File: src/rtl/fetch_req_sequencer_pkg.sv
// Shared fetch pipeline definitions: FSM state enum, buffer entry struct, buffer depth.
// Buffer depth is 2 when FETCH_SKID_BUF_EN is defined, otherwise 1.
`ifndef XLEN
`define XLEN 32
`endif

package fetch_req_sequencer_pkg;

  localparam int unsigned XLEN = `XLEN;

`ifdef FETCH_SKID_BUF_EN
  localparam int unsigned FETCH_BUF_DEPTH = 2;
`else
  localparam int unsigned FETCH_BUF_DEPTH = 1;
`endif

  typedef enum logic [1:0] {
    IDLE  = 2'd0,
    REQ   = 2'd1,
    KILL  = 2'd2,
    FAULT = 2'd3
  } type_fetch_seq_state_e;

  typedef struct packed {
    logic [31:0]     instr;
    logic [XLEN-1:0] pc;
    logic            fault;
  } type_fetch_buf_entry_s;

endpackage

File: src/rtl/fetch_buf.sv
// Small FIFO between the fetch sequencer and decode; flush overrides push and pop.
module fetch_buf
  import fetch_req_sequencer_pkg::*;
#(
  parameter int unsigned DEPTH = FETCH_BUF_DEPTH
) (
  input  logic                  clk,
  input  logic                  rst,
  input  logic                  push,
  input  logic                  pop_req,
  input  logic                  flush,
  input  type_fetch_buf_entry_s push_data,
  output type_fetch_buf_entry_s head,
  output logic                  valid,
  output logic                  space,
  output logic                  space_after_push
);

  localparam int unsigned PW = (DEPTH > 1) ? $clog2(DEPTH) : 1;
  localparam int unsigned CW = $clog2(DEPTH + 1);

  type_fetch_buf_entry_s mem_q [DEPTH];
  logic [PW-1:0] rd_ptr_q, rd_ptr_d;
  logic [PW-1:0] wr_ptr_q, wr_ptr_d;
  logic [CW-1:0] count_q, count_d;
  logic          do_push, do_pop;

  function automatic logic [PW-1:0] ptr_inc(input logic [PW-1:0] p);
    return (p == PW'(DEPTH - 1)) ? '0 : p + PW'(1);
  endfunction

  always_comb begin
    valid            = (count_q != '0);
    space            = (count_q != CW'(DEPTH));
    // Space check excludes any same-cycle pop so the sequencer never relies on it.
    space_after_push = ((int'(count_q) + 1) < int'(DEPTH));
    do_push          = push & ~flush & space;
    do_pop           = pop_req & valid & ~flush;
    rd_ptr_d         = do_pop  ? ptr_inc(rd_ptr_q) : rd_ptr_q;
    wr_ptr_d         = do_push ? ptr_inc(wr_ptr_q) : wr_ptr_q;
    count_d          = count_q;
    if (do_push && !do_pop)      count_d = count_q + CW'(1);
    else if (!do_push && do_pop) count_d = count_q - CW'(1);
    if (flush) begin
      rd_ptr_d = '0;
      wr_ptr_d = '0;
      count_d  = '0;
    end
    head = mem_q[rd_ptr_q];
  end

  always_ff @(posedge clk) begin
    if (rst) begin
      rd_ptr_q <= '0;
      wr_ptr_q <= '0;
      count_q  <= '0;
    end else begin
      rd_ptr_q <= rd_ptr_d;
      wr_ptr_q <= wr_ptr_d;
      count_q  <= count_d;
    end
  end

  always_ff @(posedge clk) begin
    if (do_push) mem_q[wr_ptr_q] <= push_data;
  end

endmodule

File: src/rtl/fetch_req_sequencer.sv
// Instruction fetch request sequencer: PC register, I-cache handshake FSM, decode buffer.
// Buffer depth controlled by FETCH_SKID_BUF_EN (see fetch_req_sequencer_pkg).
module fetch_req_sequencer
  import fetch_req_sequencer_pkg::*;
#(
  parameter logic [XLEN-1:0] RESET_PC = XLEN'(32'h0000_0000)
) (
  input  logic            clk,
  input  logic            rst,
  input  logic            fetch_en,
  input  logic            redirect_req,
  input  logic [XLEN-1:0] redirect_pc,
  output logic            icache_req,
  output logic [XLEN-1:0] icache_addr,
  output logic            icache_kill,
  input  logic            icache_ack,
  input  logic [31:0]     icache_instr,
  input  logic            icache_fault,
  output logic            id_valid,
  output logic [31:0]     id_instr,
  output logic [XLEN-1:0] id_pc,
  output logic            id_fault,
  input  logic            id_ready,
  output logic            busy
);

  type_fetch_seq_state_e state_q, state_d;
  logic [XLEN-1:0]       pc_q, pc_d;
  logic                  req_q, req_d;
  logic                  kill_q, kill_d;
  logic                  busy_q, busy_d;
  logic                  push, flush, space, space_after_push;
  type_fetch_buf_entry_s push_data, head;

  always_comb begin
    state_d   = state_q;
    pc_d      = pc_q;
    push      = 1'b0;
    flush     = 1'b0;
    kill_d    = 1'b0;
    push_data = '{instr: icache_instr, pc: pc_q, fault: icache_fault};
    case (state_q)
      IDLE: begin
        if (redirect_req) begin
          pc_d  = redirect_pc;
          flush = 1'b1;
        end else if (fetch_en && space) begin
          state_d = REQ;
        end
      end
      REQ: begin
        if (redirect_req) begin
          // A same-cycle ack retires the request, so nothing is left to kill.
          pc_d    = redirect_pc;
          flush   = 1'b1;
          kill_d  = ~icache_ack;
          state_d = icache_ack ? IDLE : KILL;
        end else if (icache_ack) begin
          push = 1'b1;
          if (icache_fault) begin
            state_d = FAULT;
          end else begin
            pc_d    = pc_q + XLEN'(4);
            state_d = (fetch_en && space_after_push) ? REQ : IDLE;
          end
        end
      end
      KILL: begin
        if (redirect_req) pc_d = redirect_pc;
        if (icache_ack)   state_d = IDLE;
      end
      FAULT: begin
        if (redirect_req) begin
          pc_d    = redirect_pc;
          flush   = 1'b1;
          state_d = IDLE;
        end
      end
      default: state_d = IDLE;
    endcase
    req_d  = (state_d == REQ);
    busy_d = (state_d != IDLE);
  end

  always_ff @(posedge clk) begin
    if (rst) begin
      state_q <= IDLE;
      pc_q    <= RESET_PC;
      req_q   <= 1'b0;
      kill_q  <= 1'b0;
      busy_q  <= 1'b0;
    end else begin
      state_q <= state_d;
      pc_q    <= pc_d;
      req_q   <= req_d;
      kill_q  <= kill_d;
      busy_q  <= busy_d;
    end
  end

  fetch_buf #(.DEPTH(FETCH_BUF_DEPTH)) u_fetch_buf (
    .clk              (clk),
    .rst              (rst),
    .push             (push),
    .pop_req          (id_ready),
    .flush            (flush),
    .push_data        (push_data),
    .head             (head),
    .valid            (id_valid),
    .space            (space),
    .space_after_push (space_after_push)
  );

  assign icache_req  = req_q;
  assign icache_addr = pc_q;
  assign icache_kill = kill_q;
  assign busy        = busy_q;
  assign id_instr    = head.instr;
  assign id_pc       = head.pc;
  assign id_fault    = head.fault;

endmodule

File: config.mk
export PLATFORM = sky130hd
export DESIGN_NAME = fetch_req_sequencer
export DESIGN_NICKNAME = d
export VERILOG_FILES = /design/src/rtl/fetch_req_sequencer_pkg.sv /design/src/rtl/fetch_buf.sv /design/src/rtl/fetch_req_sequencer.sv
export SDC_FILE = /design/constraint.sdc
export NUM_CORES = 1
export LEC_CHECK = 0
export BUFFER_PORTS_ARGS = -buffer_cell sky130_fd_sc_hd__buf_2
export CAP_MARGIN = 25
export CELL_PAD_IN_SITES_DETAIL_PLACEMENT = 0
export CELL_PAD_IN_SITES_GLOBAL_PLACEMENT = 1
export CORE_ASPECT_RATIO = 1.25
export CORE_MARGIN = 2
export CORE_UTILIZATION = 40
export CTS_BUF_LIST = sky130_fd_sc_hd__clkbuf_16
export CTS_CLUSTER_SIZE = 24
export DETAILED_ROUTE_END_ITERATION = 8
export PLACE_DENSITY_LB_ADDON = 0.1
export SKIP_CTS_REPAIR_TIMING = 1
export SKIP_LAST_GASP = 1
export SLEW_MARGIN = 15
export SYNTH_ARGS = -nofsm -noshare
export SYNTH_HDL_FRONTEND = slang
export SYNTH_SLANG_ARGS = --single-unit
File: constraint.sdc
create_clock -name clk -period 9.1 [get_ports clk]
set_input_delay 1.82 -clock clk [delete_from_list [all_inputs] [get_ports clk]]
set_output_delay 1.82 -clock clk [all_outputs]
set_load 0.01 [all_outputs]
======== Yosys cells after proc, flatten, opt, wreduce, memory -nomap -nowiden ========
Memory sizes are Yosys's and may differ from the RTL's.
Index checks and enable logic that the tools add are counted.
storage, ports and cells
  memory bits (writable) .................. 65
  input port bits ......................... 71
  memory bits (read-only) ................. 0
  word-level logic and storage cells ...... 66
  memories ................................ 1
  latch bits .............................. 0
  output and inout bits ................... 101
  bits in registers ....................... 38
memories
  name               depth  bits a word  rd ports  clocked after memory_dff  wr ports  RTL line         source
  u_fetch_buf.mem_q  1      65           1         0                         1         fetch_buf.sv:22  type_fetch_buf_entry_s mem_q [DEPTH];
operators by class
  add/sub/neg operators ................... 4
  shift operators ......................... 0
  magnitude comparators ................... 1
  eq/ne operators ......................... 7
  multiply operators ...................... 0
  reduce and logical (&&, ||, !) cells .... 14
  bitwise logic cells ..................... 9
  mux-type cells .......................... 24
  divide/modulo/power cells ............... 0
operators with widths
  operator                                                count
  two-way mux 32 bit                                      4
  one-hot mux 32 bit (2 select lines)                     1
  adder 32 x 3 -> 32 bit (second input constant)          1
  < comparator 32 x 2 -> 1 bit (second input constant)    1
  two-way mux 2 bit                                       8
  two-way mux 1 bit                                       10
  OR reduction 3 bit                                      3
  one-hot mux 2 bit (4 select lines)                      1
  inequality test 3 bit (second input constant)           2
  NOT 1 bit                                               5
  AND 1 bit                                               4
  == test 2 x 1 -> 1 bit (second input constant)          2
  == test 2 bit (second input constant)                   2
  logical AND 1 bit                                       4
  nonzero test 2 bit                                      2
  AND reduction 3 bit                                     1
  adder 1 x 1 -> 2 bit (second input constant)            1
  logical NOT 1 bit                                       2
  logical NOT 2 bit                                       1
  inequality test 2 x 1 -> 1 bit (second input constant)  1
  OR reduction 2 bit                                      1
  adder 1 bit (second input constant)                     1
  subtractor 1 bit (second input constant)                1

======== Logic depth before layout (Yosys ltp) ========
  word-level depth ........................ 10
  mapped depth ............................ 6
  gate-level depth less buffers ........... 5

======== By module ========
Synthesis repeated with hierarchy kept, for this count alone.
second synthesis, totals
  cells, all modules ...................... 341
  area total of the unflattened synthesis .. 4174.0 µm²
modules (own cells, without submodules)
  module               cells each  area each (µm²)  instances  seq. area each (µm²)
  fetch_req_sequencer  268         2147.1           1          740.7
  fetch_buf            73          2026.9           1          1971.9

======== Least setup slack after synthesis ========
Ideal clock, no wire load.
  path type ............................... input port to flip-flop
  start ................................... in redirect_req
  end ..................................... mem u_fetch_buf.mem_q[0][0] (netlist bit), enable pin
  data required time ...................... 8.622 ns
  library setup time ...................... 0.478 ns
  path slack .............................. 3.585 ns
  arrival ................................. 5.037 ns
  path buffers ............................ 1
  stages on the path ...................... 3
  cell sequence ........................... or3b_2 buf_2 nor3b_2
between the ends
  word-level cells in the longest chain between the ends .. 7
  elaborated cells between the ends (all ways) .. 9
  classes of those cells .................. mux: 6; bitwise: 3
ends and longest elaborated chain
  item                                         RTL line                                                                         source
  start, declared                              fetch_req_sequencer.sv:11                                                        input logic redirect_req,
  two-way mux 1 bit                            fetch_req_sequencer.sv:44, fetch_req_sequencer.sv:52, fetch_req_sequencer.sv:73
  two-way mux 1 bit                            --
  NOT 1 bit                                    fetch_buf.sv:37                                                                  do_push = push & ~flush & space;
  AND 1 bit (*) (2 in series)                  fetch_buf.sv:37
  named net u_fetch_buf.do_push                fetch_buf.sv:26                                                                  logic do_push, do_pop;
  two-way mux 1 bit (*)                        fetch_buf.sv:65                                                                  if (do_push) mem_q[wr_ptr_q] <= push_data;
  two-way mux 1 bit (implied by the code) (*)  fetch_buf.sv:65
  end, declared                                fetch_buf.sv:22
The timed path passes the listed nets; every way through them passes the cells marked *.

======== Worst setup path in the final report ========
  start ................................... in redirect_req
  end ..................................... reg u_fetch_buf.count_q, in the netlist u_fetch_buf.valid
between the ends
  word-level cells in the longest chain between the ends .. 8
  elaborated cells between the ends (all ways) .. 15
  classes of those cells .................. mux: 5; bitwise: 4; reduce/logical: 6
ends and longest elaborated chain
  item                           RTL line                                                                         source
  two-way mux 1 bit              fetch_req_sequencer.sv:44, fetch_req_sequencer.sv:52, fetch_req_sequencer.sv:73
  two-way mux 1 bit              --
  NOT 1 bit                      fetch_buf.sv:37
  AND 1 bit (*) (2 in series)    fetch_buf.sv:37
  named net u_fetch_buf.do_push  fetch_buf.sv:26
  logical NOT 1 bit              fetch_buf.sv:43                                                                  else if (!do_push && do_pop) count_d = count_q - CW'(1);
  logical AND 1 bit              fetch_buf.sv:43
  nonzero test 2 bit (no line)   --
  end signal, assigned           fetch_buf.sv:60                                                                  count_q <= count_d;
  end, declared                  fetch_buf.sv:25                                                                  logic [CW-1:0] count_q, count_d;
Marked as above.
A chain may end at the register's enable or synchronous reset.

==> out/metrics.cfg <==
[synthesis]
synth_area_um2=4350
yosysWarnings=0
synthArstFlopShare=0
ys_seq_area_frac=0.624
synth_seq_cells=103
ys_types=67
synth_edf_count=65
synth_ff_type=edfxtp_1
syn-num-nets=435
postSynthAreaPerCell_um2=12.0
syn-instance-count=363

[floorplan]
ioPinCount=172
dieHeight_um=121
initial_core_util=0.410
core_um2=10600
chipWidth_um=97.3
rows=42
dieArea_um2=11700

[layout]
diodes=0
fill_cells=1008
nets=598
drive_gt1_frac=0.382
area_delta_synth_final_pct=26.8

[sta]
setup_viol_count_final=0
fmax_mhz=275
rsz0062_at_grt=false
period_minus_slack_ns=3.63
slew_violations=0
finalHoldViolCount=0
relSlewSlack=0.521
setup_slack_ns=5.47
clock_skew_ns=0.00747
fin_tns_setup_ns=0
tightest_slew_ns=0.714
timing.hold.ws_ns=0.462
period_share=0.399

[drt]
drt_pass1_iterations=4
ant_nets=0
wl_mm=11.6
viasPerCell=5.44
dr_total_vias=3610
first_iter_violations=165
wl_per_cell_um=17.5
route.detailed.drc=0

[global_route]
grt_use_total=0.197
antenna_found_initial=0
grt_pass1_vias=3468
grt_pass1_wl_mm=18.3
grt_max_degree=42
grt_overflow_total=0

[clock_tree]
clk_latency_ns=0.35
cts_tree=done
cts-buffers-inserted=9
cts_root_buffer=clkbuf_16
path_clk_slew_ns=0.07
clkSinkCount=103
clockBufferDepth=2
htreeDepth=3

[power_and_ir_drop]
finalPower_mw=0.966
power.leakage_nw=2.15
max-vdd-ir-drop_v=0.0000922
p_per_area_nw_per_um2=175

[worst_setup_path]
r2r_cells=5
worstSetupStartpointType=primary input
crit_chain=buf_2 > or3b_2 > nor3b_4 > buf_4 > a21oi_1 > a211oi_1
rr_endpoint=icache_addr[30]
crit_slowest_cell=or3b_2
required_ns=9.36
crit_fanout=41
cp.arrival_ns=3.90
cp-end-kind=register
r2r_slack_ns=6.84
cpPeakStageDelay_ns=0.70
reg2reg_from=icache_addr[2]
path_class=in2reg

[hold_path]
hp-start=icache_addr[0]
whs_endpoint=u_fetch_buf.mem_q[0][1]
min_path_type=reg2reg
min_path_cells=0

[placed_design]
port_buffers=171
place_congestion=0.847
dp_hpwl_mm=8.19
place_ws_ns=5.07

[status]
status=finished, final reports clean

[flow_run]
maxCapViolations=0

-- where the power goes --
group / internal [mW] / switching (mW) / leakage, nW
Sequential: 0.512 / 0.0205 / 0.913
Clock: 0.186 / 0.172 / 0.128
Combinational: 0.0348 / 0.0417 / 1.11
Total: 0.732 / 0.234 / 2.15
-- logic make-up after synthesis --
kind of cell               synth area share
buffers and inverters                0.0417
xor gates and xnor gates            0.00604
and+or+nand+nor                       0.199
DFF                                   0.624
adders and majority gates           0.00288
muxes                               0.00460
AOI/OAI and AO/OA                     0.122
-- cell usage in the layout (no fill, tap or decap), types with 4 or more instances in the layout --
master,count
nand3_1,15
dfxtp_1,38
nor4_1,4
nor3_1,17
a311oi_1,11
or4_1,6
o22ai_1,5
o31ai_1,6
nand4_1,16
inv_1,5
or3_1,5
a211oi_1,4
clkbuf_16,9
edfxtp_1,65
o21ai_0,13
and4_1,5
nor3b_1,5
a21oi_1,13
nand2_1,24
buf_2,171
a2111oi_0,4
nor2_1,27
-- cell usage after synthesis, types with 6 or more instances --
cell type  count  area, um2
nor2_1        27        101
or4_1          6       45.0
a311oi_1      11       96.3
o21ai_0       13       65.1
o31ai_1        6       45.0
a21oi_1       13       65.1
nand3_1       15       75.1
dfxtp_1       38        761
clkbuf_1       7       26.3
nor3_1        17       85.1
nand2_1       24       90.1
edfxtp_1      65       1950
nand4_1       16        100
-- registers in the layout, summed over array words and instances, names as in the netlist --
signal / flops
u_fetch_buf.mem_q: 65
icache_addr: 32
state_q: 2
busy: 1
icache_kill: 1
icache_req: 1
u_fetch_buf.valid: 1
-- metrics by stage --
step / util / std cells / instance area [um2]
3_5_place_dp: 0.493 / 646 / 5240
6_report: 0.519 / 663 / 5510
5_1_grt: 0.519 / 663 / 5510
2_1_floorplan: - / 363 / 4350
3_3_place_gp: 0.493 / 646 / 5240
4_1_cts: 0.519 / 662 / 5510
-- worst max path at each step --
stage | depth (start not counted) | slack (ns) | from | endpoint
finish | 6 | 5.47 | redirect_req | u_fetch_buf.valid
global route | 6 | 5.29 | redirect_req | u_fetch_buf.valid
CTS | 6 | 5.43 | redirect_req | u_fetch_buf.valid
detailed placement | 6 | 5.07 | redirect_req | u_fetch_buf.valid
global placement | 6 | 5.16 | redirect_req | u_fetch_buf.valid
floorplan | 3 | 3.59 | redirect_req | u_fetch_buf.mem_q[0][0]
-- area by class of cell --
cell class                      instances  area, um2  area share
Sequential cell                       103       2710       0.492
Multi-Input combinational cell        231       1460       0.265
Timing Repair Buffer                  174        876       0.159
Clock buffer                            9        225      0.0408
Tap cell                              132        165      0.0300
Clock inverter                          7       47.5     0.00862
Inverter                                7       26.3     0.00477
-- critical path, delay by kind of cell --
| family | cells | cell delay [ns] |
|---|---|---|
| simple gates | 2 | 0.94 |
| compound gates | 2 | 0.30 |
| buf+inv | 2 | 0.81 |
-- per-layer routing --
layer	part of all wire	GRT usage
met5	0	0
met2	0.48	0.324
met1	0.43	0.261
met4	0.017	0.0825
met3	0.074	0.0324
(Power assumes the default switching activity.)
